===== src/rtl/maxpool_pkg.sv =====
// Shared types for the maxpool scheduler: pixel type, FSM states and default map size.
package maxpool_pkg;

   typedef logic signed [7:0] pixel_t;

   typedef enum logic [1:0] {
      S_IDLE  = 2'd0,
      S_CLR   = 2'd1,
      S_FEED  = 2'd2,
      S_DRAIN = 2'd3
   } state_t;

   localparam int DEFAULT_MAP_WIDTH = 28;

endpackage


===== src/rtl/maxpool_sched_rr_arbiter.sv =====
// Round-robin selector: picks the lowest requesting index strictly after last_grant, wrapping.
module rr_arbiter #(
   parameter int NUM_REQ = 4,
   parameter int IDX_W   = (NUM_REQ > 1) ? $clog2(NUM_REQ) : 1
) (
   input  logic [NUM_REQ-1:0] req,
   input  logic [IDX_W-1:0]   last_grant,
   output logic [NUM_REQ-1:0] grant_onehot,
   output logic [IDX_W-1:0]   grant_idx,
   output logic               grant_any
);

   int               cand_i;
   logic [IDX_W-1:0] cand;

   // k runs 1..NUM_REQ so last_grant itself is considered last
   always_comb begin
      grant_onehot = '0;
      grant_idx    = '0;
      grant_any    = 1'b0;
      cand_i       = 0;
      cand         = '0;
      for (int k = 1; k <= NUM_REQ; k++) begin
         cand_i = (int'(last_grant) + k) % NUM_REQ;
         cand   = IDX_W'(cand_i);
         if (!grant_any && req[cand]) begin
            grant_any          = 1'b1;
            grant_idx          = cand;
            grant_onehot[cand] = 1'b1;
         end
      end
   end

endmodule


===== src/rtl/maxpool_sched.sv =====
// Time-shares one maxpool engine between NUM_REQ channel requesters, one full frame per grant.
//
// state   | meaning
// --------+-------------------------------------------------------------
// S_IDLE  | no frame in flight; arbitrate among valid requesters
// S_CLR   | one-cycle engine clear, frame counters zeroed
// S_FEED  | accept MAP_WIDTH^2 pixels from the granted channel
// S_DRAIN | wait for engine all_done (bounded by DRAIN_TIMEOUT)
module maxpool_sched
   import maxpool_pkg::*;
#(
   parameter int NUM_REQ       = 4,
   parameter int MAP_WIDTH     = DEFAULT_MAP_WIDTH,
   parameter int DRAIN_TIMEOUT = 500,
   parameter int CHAN_W        = (NUM_REQ > 1) ? $clog2(NUM_REQ) : 1
) (
   input  logic                 clk,
   input  logic                 rst,
   input  logic [NUM_REQ-1:0]   req_valid,
   input  logic [NUM_REQ*8-1:0] req_pixel,
   output logic [NUM_REQ-1:0]   req_ready,
   output logic                 eng_clr,
   output logic                 eng_valid_in,
   output pixel_t               eng_pixel_in,
   input  logic                 eng_valid_out,
   input  pixel_t               eng_pixel_out,
   input  logic                 eng_all_done,
   output logic                 out_valid,
   output pixel_t               out_pixel,
   output logic [CHAN_W-1:0]    out_chan,
   output logic                 out_last,
   output logic                 busy,
   output logic                 err_timeout,
   output logic                 err_count
);

   localparam int FRAME_PIX = MAP_WIDTH * MAP_WIDTH;
   localparam int OUT_PIX   = (MAP_WIDTH / 2) * (MAP_WIDTH / 2);
   localparam int IN_CNT_W  = $clog2(FRAME_PIX) + 1;
   localparam int OUT_CNT_W = $clog2(OUT_PIX) + 1;
   localparam int TMR_W     = $clog2(DRAIN_TIMEOUT) + 1;

   localparam logic [IN_CNT_W-1:0]  IN_LAST   = IN_CNT_W'(FRAME_PIX - 1);
   localparam logic [OUT_CNT_W-1:0] OUT_TOTAL = OUT_CNT_W'(OUT_PIX);
   localparam logic [OUT_CNT_W-1:0] OUT_LAST  = OUT_CNT_W'(OUT_PIX - 1);
   localparam logic [TMR_W-1:0]     TMR_LOAD  = TMR_W'(DRAIN_TIMEOUT - 1);

   state_t                state, state_nxt;
   logic [CHAN_W-1:0]     grant, grant_nxt;
   logic [NUM_REQ-1:0]    grant_oh, grant_oh_nxt;
   logic [CHAN_W-1:0]     last_grant, last_grant_nxt;
   logic [IN_CNT_W-1:0]   in_cnt, in_cnt_nxt;
   logic [OUT_CNT_W-1:0]  out_cnt, out_cnt_nxt;
   logic [OUT_CNT_W-1:0]  out_cnt_total;
   logic [TMR_W-1:0]      tmr, tmr_nxt;
   logic                  err_timeout_nxt, err_count_nxt;

   logic [NUM_REQ-1:0]    arb_onehot;
   logic [CHAN_W-1:0]     arb_idx;
   logic                  arb_any;

   pixel_t                pix_arr [NUM_REQ];
   pixel_t                sel_pixel;
   logic                  feeding, handshake, eng_out_act;

   rr_arbiter #(
      .NUM_REQ (NUM_REQ),
      .IDX_W   (CHAN_W)
   ) u_arb (
      .req          (req_valid),
      .last_grant   (last_grant),
      .grant_onehot (arb_onehot),
      .grant_idx    (arb_idx),
      .grant_any    (arb_any)
   );

   always_comb begin
      for (int i = 0; i < NUM_REQ; i++) begin
         pix_arr[i] = req_pixel[i*8 +: 8];
      end
   end

   assign sel_pixel   = pix_arr[grant];
   assign feeding     = (state == S_FEED);
   assign req_ready   = feeding ? grant_oh : '0;
   assign handshake   = feeding && req_valid[grant];
   assign eng_clr     = (state == S_CLR);
   assign busy        = (state != S_IDLE);

   // Engine results are only meaningful while this scheduler owns a frame
   assign eng_out_act = eng_valid_out && ((state == S_FEED) || (state == S_DRAIN));
   assign out_valid   = eng_out_act;
   assign out_pixel   = eng_out_act ? eng_pixel_out : '0;
   assign out_chan    = eng_out_act ? grant : '0;
   assign out_last    = eng_out_act && (out_cnt == OUT_LAST);

   assign out_cnt_total = out_cnt + OUT_CNT_W'(eng_out_act);

   always_comb begin
      state_nxt       = state;
      grant_nxt       = grant;
      grant_oh_nxt    = grant_oh;
      last_grant_nxt  = last_grant;
      in_cnt_nxt      = in_cnt;
      out_cnt_nxt     = eng_out_act ? out_cnt_total : out_cnt;
      tmr_nxt         = tmr;
      err_timeout_nxt = 1'b0;
      err_count_nxt   = 1'b0;
      case (state)
         S_IDLE: begin
            if (arb_any) begin
               grant_nxt    = arb_idx;
               grant_oh_nxt = arb_onehot;
               state_nxt    = S_CLR;
            end
         end
         S_CLR: begin
            in_cnt_nxt  = '0;
            out_cnt_nxt = '0;
            state_nxt   = S_FEED;
         end
         S_FEED: begin
            if (handshake) begin
               in_cnt_nxt = in_cnt + IN_CNT_W'(1);
               if (in_cnt == IN_LAST) begin
                  tmr_nxt   = TMR_LOAD;
                  state_nxt = S_DRAIN;
               end
            end
         end
         S_DRAIN: begin
            if (eng_all_done) begin
               last_grant_nxt = grant;
               err_count_nxt  = (out_cnt_total != OUT_TOTAL);
               state_nxt      = S_IDLE;
            end else if (tmr == '0) begin
               last_grant_nxt  = grant;
               err_timeout_nxt = 1'b1;
               state_nxt       = S_IDLE;
            end else begin
               tmr_nxt = tmr - TMR_W'(1);
            end
         end
         default: state_nxt = S_IDLE;
      endcase
   end

   always_ff @(posedge clk or posedge rst) begin
      if (rst) begin
         state        <= S_IDLE;
         grant        <= '0;
         grant_oh     <= '0;
         last_grant   <= CHAN_W'(NUM_REQ - 1);
         in_cnt       <= '0;
         out_cnt      <= '0;
         tmr          <= '0;
         err_timeout  <= 1'b0;
         err_count    <= 1'b0;
         eng_valid_in <= 1'b0;
         eng_pixel_in <= '0;
      end else begin
         state        <= state_nxt;
         grant        <= grant_nxt;
         grant_oh     <= grant_oh_nxt;
         last_grant   <= last_grant_nxt;
         in_cnt       <= in_cnt_nxt;
         out_cnt      <= out_cnt_nxt;
         tmr          <= tmr_nxt;
         err_timeout  <= err_timeout_nxt;
         err_count    <= err_count_nxt;
         eng_valid_in <= handshake;
         if (handshake) begin
            eng_pixel_in <= sel_pixel;
         end
      end
   end

endmodule


===== config.mk =====
export PLATFORM = sky130hd
export DESIGN_NAME = maxpool_sched
export DESIGN_NICKNAME = d
export VERILOG_FILES = /design/src/rtl/maxpool_pkg.sv /design/src/rtl/maxpool_sched_rr_arbiter.sv /design/src/rtl/maxpool_sched.sv
export SDC_FILE = /design/constraint.sdc
export NUM_CORES = 1
export LEC_CHECK = 0
export ABC_CLOCK_PERIOD_IN_PS = 3300
export BUFFER_PORTS_ARGS = -buffer_cell sky130_fd_sc_hd__buf_4
export CAP_MARGIN = 15
export CORE_MARGIN = 1.5
export CORE_UTILIZATION = 54
export DETAILED_ROUTE_END_ITERATION = 10
export MAX_ROUTING_LAYER = met4
export PLACE_DENSITY = 0.86
export SETUP_SLACK_MARGIN = 0.15
export SLEW_MARGIN = 10
export SYNTH_ARGS = -nofsm -noshare
export SYNTH_HDL_FRONTEND = slang
export SYNTH_SLANG_ARGS = --single-unit

===== constraint.sdc =====
create_clock -name clk -period 3.3 [get_ports clk]
set_input_delay 0.33 -clock clk [delete_from_list [all_inputs] [get_ports clk]]
set_output_delay 0.33 -clock clk [all_outputs]
set_load 0.05 [all_outputs]

# ---- After elaboration in Yosys (flattened, before gate mapping)
# Cells that the tools add are included.
# Widths: inputs -> output; s select.
dict set report word_totals {
  elab_cells 128
  output_inout_bits 29
  memories 0
  inputBits 48
  ff_bits 51
  latch_bits 0
  ram_bits 0
  romBits 0
}
dict set report classes {
  mul 0
  reduce_logical 26
  bitwise 4
  mux 58
  n_addsub 7
  n_div 0
  magnitude_cmp 10
  n_shift 0
  eq_ne 12
}
# op n
set op_table {}
lappend op_table {{$mux 10} 4}
lappend op_table {{$mux 2} 12}
lappend op_table {{$mux 8} 3}
lappend op_table {{$pmux 11 s2} 1}
lappend op_table {{$mux 4} 5}
lappend op_table {{$pmux 10 s2} 1}
lappend op_table {{$mux 1} 18}
lappend op_table {{$mux 9} 2}
lappend op_table {{$bmux 8 s2} 1}
lappend op_table {{$lt 2x3->1 const B} 5}
lappend op_table {{$or 4x4->4} 3}
lappend op_table {{$add 11x1->11 const B} 1}
lappend op_table {{$eq 11x10->1 const B} 1}
lappend op_table {{$mux 11} 1}
lappend op_table {{$bmux 1 s2} 5}
lappend op_table {{$logic_and 1x1->1} 10}
lappend op_table {{$logic_not 10->1} 1}
lappend op_table {{$reduce_bool 2->1} 5}
lappend op_table {{$sub 10x1->10 const B} 1}
lappend op_table {{$add 9x1->9} 1}
lappend op_table {{$eq 9x8->1 const B} 1}
lappend op_table {{$ne 9x8->1 const B} 1}
lappend op_table {{$demux 1 s2} 4}
lappend op_table {{$ge 2x1->1 const B} 4}
lappend op_table {{16 further kinds} 26}

# ---- Logic depth before layout (Yosys ltp)
dict set report depth {
  word_depth 15
  depth_mapped 12
  depth_no_buf 10
}

# ---- Modules after synthesis
# A second synthesis with hierarchy kept.
dict set report unflattened {
  cells_unflattened 398
  area_unflattened_um2 3646.0
}
# module cells_per_inst seq_area_each_um2 area_per_inst_um2 n_inst
set by_module_without_submodules {}
lappend by_module_without_submodules {maxpool_sched 312 1278.7 3016.6 1}
lappend by_module_without_submodules {rr_arbiter 86 0.0 629.4 1}

# ---- Least setup slack after synthesis
# OpenSTA, ideal clock, no wires.
dict set report synth_path {
  kind {flip-flop to flip-flop}
  start {register state[0]}
  end {register err_count}
  path_buffers 2
  period_less_slack_ps 3142
  path_slack_ps 158
  path_stages_with_launch 13
  arrival_ps 3054
  required_time_ps 3212
  setup_ps 88
  cell_sequence {dfrtp_1 > inv_1 > ha_1 > clkbuf_1 > o21a_1 > clkbuf_1 > ha_1 > ha_1 > nand2_1 > nor2_1 > o21ai_0 > a32o_1 > a41oi_1}
}
dict set report synth_between {
  elab_chain_cells 7
  word_cells_on_any_way 8
  cone_classes {add/sub (1); eq/ne (3); mux (2); reduce/logical (2)}
}
# element line
set synth_rtl {}
lappend synth_rtl {{start, declared} maxpool_sched.sv:48} ;# state_t state, state_nxt;
lappend synth_rtl {{start signal, assigned} maxpool_sched.sv:162} ;# state <= state_nxt;
lappend synth_rtl {{$eq 2x2->1} maxpool_sched.sv:91} ;# assign eng_out_act = eng_valid_out && ((state == S_FEED) || (state == S_DRAIN));
lappend synth_rtl {{$logic_or 1x1->1 *} maxpool_sched.sv:91}
lappend synth_rtl {{$logic_and 1x1->1 *} maxpool_sched.sv:91}
lappend synth_rtl {{net out_valid} maxpool_sched.sv:28} ;# output logic out_valid,
lappend synth_rtl {{$add 9x1->9 *} maxpool_sched.sv:97} ;# assign out_cnt_total = out_cnt + OUT_CNT_W'(eng_out_act);
lappend synth_rtl {{$ne 9x8->1 *} maxpool_sched.sv:134} ;# err_count_nxt = (out_cnt_total != OUT_TOTAL);
lappend synth_rtl {{$mux 1 *} maxpool_sched.sv:132} ;# if (eng_all_done) begin
lappend synth_rtl {{$mux 1 *} maxpool_sched.sv:109} ;# case (state)
lappend synth_rtl {{net err_count_nxt} maxpool_sched.sv:56} ;# logic err_timeout_nxt, err_count_nxt;
lappend synth_rtl {{end signal, assigned} maxpool_sched.sv:170} ;# err_count <= err_count_nxt;
lappend synth_rtl {{end, declared} maxpool_sched.sv:34} ;# output logic err_count
# Mark *: on every way through the listed nets, which the timed path passes. The rest lies on a longest branch.
# A chain may end at the register's enable or synchronous reset.

# ---- Final worst setup path
dict set report layout_path {
  start {register state[0]}
  end {register err_count}
}
dict set report layout_between {
  elab_chain_cells 7
  word_cells_on_any_way 8
  cone_classes {add/sub (1); eq/ne (3); mux (2); reduce/logical (2)}
}
# element line
set layout_rtl {}
lappend layout_rtl {{$eq 2x2->1 (on tied branches)} {maxpool_sched.sv:91, maxpool_sched.sv:109}}
lappend layout_rtl {{$logic_or 1x1->1} maxpool_sched.sv:91}
lappend layout_rtl {{$logic_and 1x1->1} maxpool_sched.sv:91}
lappend layout_rtl {{$add 9x1->9} maxpool_sched.sv:97}
lappend layout_rtl {{$ne 9x8->1} maxpool_sched.sv:134}
lappend layout_rtl {{$mux 1} maxpool_sched.sv:132}
lappend layout_rtl {{$mux 1 *} maxpool_sched.sv:109}
lappend layout_rtl {{net err_count_nxt} maxpool_sched.sv:56}
# Marks and branches as above.

==> impl_metrics.csv <==
group,metric,value,unit
clock_network,clk_latency,0.30,ns
cells_and_area,fin_nets,497,
sta,min_period,2.84,ns
worst_setup_path,worstSetupStartpointType,"flop",
power_and_ir_drop,power.density,866,mW/mm2
sta,max_clock_freq,352,MHz
die,die_x,82.2,um
worst_setup_path,crit_buf_inv,1,
worst_setup_path,cp.arrival,3.06,ns
cells_and_area,stdcell_area,0.00411,mm2
worst_setup_path,critPathSlowestCell,"dfrtp_1",
clock_network,root_buffer,"clkbuf_8",
clock_network,post_cts_buffers,0,
die,die_h,82.2,um
min_path,hold_path_class,"input pin to asynchronous set/reset pin",
global_route,antenna_found_initial,0,
routing,routed_via_density,5.89,
global_route,grt_max_degree,52,
routing,ant_nets,0,
clock_network,clk_pin_slew,0.09,ns
worst_setup_path,endpoint_kind,"flop",
placement,place_congestion,0.922,
clock_network,numClockSinks,51,
synthesis,seq_area_frac_synth,37.8,%
synthesis,yosysWarnings,0,
cells_and_area,antenna_cells,0,
routing,drt_iter0_drc,223,
sta,tns,0,ns
synthesis,syn_inst,365,
worst_setup_path,critPathKind,"flop to flop",
die,initial_utilization,56.5,%
sta,rsz0062_at_grt,"no",
cells_and_area,utilization,68.5,%
sta,maxSlewHeadroom,48.1,%
clock_network,clk_path_buf_depth,2,
synthesis,ys.flop_type,"dfrtp_1",
die,rows,28,
worst_setup_path,path_cells,"inv_1 -> ha_1 -> o21a_1 -> ha_1 -> ha_1 -> nand2_1 -> nor2_1 -> o21ai_0 -> a32o_1 -> a41oi_1",
synthesis,async_flop_share,100,%
clock_network,cts_buffers,5,
global_route,grt_overflow,0,
synthesis,synth.avg_cell_area,9.28,um2
power_and_ir_drop,leakagePower,1.86,nW
clock_network,ctsHoldBuffers,0,
cells_and_area,drive_above_1_share,27.3,%
die,die_area,0.00675,mm2
placement,io_buffers,76,
die,core_region_area,0.00599,mm2
synthesis,netlist_area,0.00339,mm2
sta,clock-skew-final,0.00807,ns
sta,slew_violations,0,
sta,hold_viol,0,
placement,placed_area,0.00400,mm2
routing,drc,0,
routing,dr.pass1.iters,5,
synthesis,ys_ff_latch,51,
global_route,grtUsageTotal,24.4,%
clock_network,post_cts_resized,0,
routing,vias,2984,
global_route,grt_pass1_wl,12400,um
routing,drt_wl_total,7930,um
power_and_ir_drop,ir_worst_vdd,0.634,mV
synthesis,yosys-top-cells-area,"dfrtp_1, mux4_2, ha_1",
die,io_pins,77,
worst_setup_path,cp_max_fo,14,
worst_setup_path,max_stage_delay,0.44,ns
sta,setup_viol,0,
power_and_ir_drop,finalPower,0.00355,W
synthesis,synth_fp_nets,430,
run_status,outcome,"finished, final reports clean",
sta,fin_crit_sh,86.0,%
clock_network,cts_tree,"built",
worst_setup_path,cp_top_family,"compound AO/OA/AOI/OAI gates",
run,cap_violations,0,
placement,dp_hpwl,5790,um
clock_network,h-tree-depth,2,
synthesis,synth_top_area_share,36.2,%
worst_setup_path,crit_top_cell,"ha_1",
worst_setup_path,worst_ep_required_time,3.52,ns
sta,tightestPinTransition,0.771,ns
synthesis,synth_edf_count,0,
synthesis,synth_area_leader_cell,"dfrtp_1",
routing,wl_per_cell,15.6,um
global_route,first_global_vias,2682,
sta,hold_ws,0.0496,ns
synthesis,synth_cell_type_count,54,
cells_and_area,area_growth_syn_to_layout,21.2,%
-- cells by family (layout without fill, tap and decap cells) --
kind of cell / Yosys count / in the layout / share of synthesized area [%]
adders and majority gates: 17 / 17 / 6.28
muxes: 17 / 17 / 9.87
AOI/OAI and AO/OA: 81 / 81 / 16.4
DFF: 51 / 51 / 37.8
and+or+nand+nor: 152 / 152 / 22.5
xor gates and xnor gates: 13 / 13 / 3.36
buffers and inverters: 34 / 101 / 3.88
-- registers in the layout, indices dropped and copies added, names as in the netlist --
register and cells:
state 2, eng_pixel_in 8, err_timeout 1, in_cnt 11, err_count 1, out_cnt 9
grant_oh 4, grant 2, eng_valid_in 1, tmr 10, last_grant 2
-- Yosys cell counts (2+ instances only) --
cell type	instances
nor2_1	33
nor3_1	2
a31oi_1	10
and2_1	15
mux4_2	13
inv_1	13
nand3_1	6
dfrtp_1	49
clkbuf_1	15
a2111oi_1	3
or2_2	8
a221oi_1	2
xnor2_1	10
buf_2	3
o32a_1	2
a32o_1	2
mux2i_1	3
a22oi_1	8
o21ai_0	25
o41ai_1	2
nor4_1	4
a211oi_1	6
nand2b_1	7
nand4_1	6
ha_1	17
buf_1	3
nand2_1	52
or3_1	3
dfstp_2	2
and3_1	4
a21oi_1	8
nor2b_1	2
xor2_1	3
o21a_1	3
or4_4	2
-- layer usage --
| metal | up-vias | track usage (%) | part of all wire (%) |
|---|---|---|---|
| met5 | - | - | 0 |
| met4 | 0 | 8.31 | 1.8 |
| met3 | 12 | 3.96 | 4.0 |
| met2 | 85 | 39.7 | 50 |
| met1 | 1435 | 31.1 | 44 |
| li1 | 1452 | - | - |
-- per-stage QoR --
step	setup slack, ns	instances
after floorplan	0.158	365
after CTS	0.457	506
after global routing	0.196	507
final	0.463	507
after detailed placement	0.480	499
after global placement	0.609	499
-- cell usage in the layout, fill, tap and decap left out, types with 3 or more instances in the layout --
master	n
a2111oi_1	3
a211oi_1	6
a21oi_1	8
a22oi_1	8
a31oi_1	10
and2_1	15
and3_1	4
buf_4	80
clkbuf_8	6
dfrtp_1	49
ha_1	17
inv_1	12
mux2i_1	3
mux4_2	13
nand2_1	52
nand2b_1	7
nand3_1	6
nand4_1	6
nor2_1	33
nor4_1	4
o21a_1	3
o21ai_0	25
or2_2	8
or3_1	3
xnor2_1	10
xor2_1	3
-- report_power, final --
| part | internal (W) | leakage [nW] | total [W] | switching (W) |
|---|---|---|---|---|
| Combinational | 0.000828 | 1.16 | 0.00211 | 0.00128 |
| Clock | 0.000165 | 0.0470 | 0.000366 | 0.000201 |
| Sequential | 0.000847 | 0.651 | 0.00108 | 0.000235 |
-- layout make-up --
| class | instances | area (um2) |
|---|---|---|
| Fill cell | 457 | 1890 |
| Sequential cell | 51 | 1280 |
| Timing Repair Buffer | 81 | 621 |
| Inverter | 13 | 48.8 |
| Clock inverter | 1 | 5.00 |
| Multi-Input combinational cell | 280 | 1980 |
| Tap cell | 75 | 93.8 |
| Clock buffer | 6 | 82.6 |
-- final timing paths --
| path | endpoint | from | slack, ns | depth (start not counted) |
|---|---|---|---|---|
| setup / recovery | err_count | state[0] | 0.46 | 10 |
| hold / removal | out_cnt[2] | rst | 0.05 | 2 |
| setup reg to reg | err_count | state[0] | 0.46 | 10 |
| hold reg to reg | eng_pixel_in[5] | eng_pixel_in[5] | 0.48 | 2 |
| max in group asynchronous | in_cnt[4] | rst | 2.73 | 3 |
| min in group clk | err_timeout | eng_all_done | 0.20 | 2 |
No activity file was read; power rests on OpenSTA's default activity.
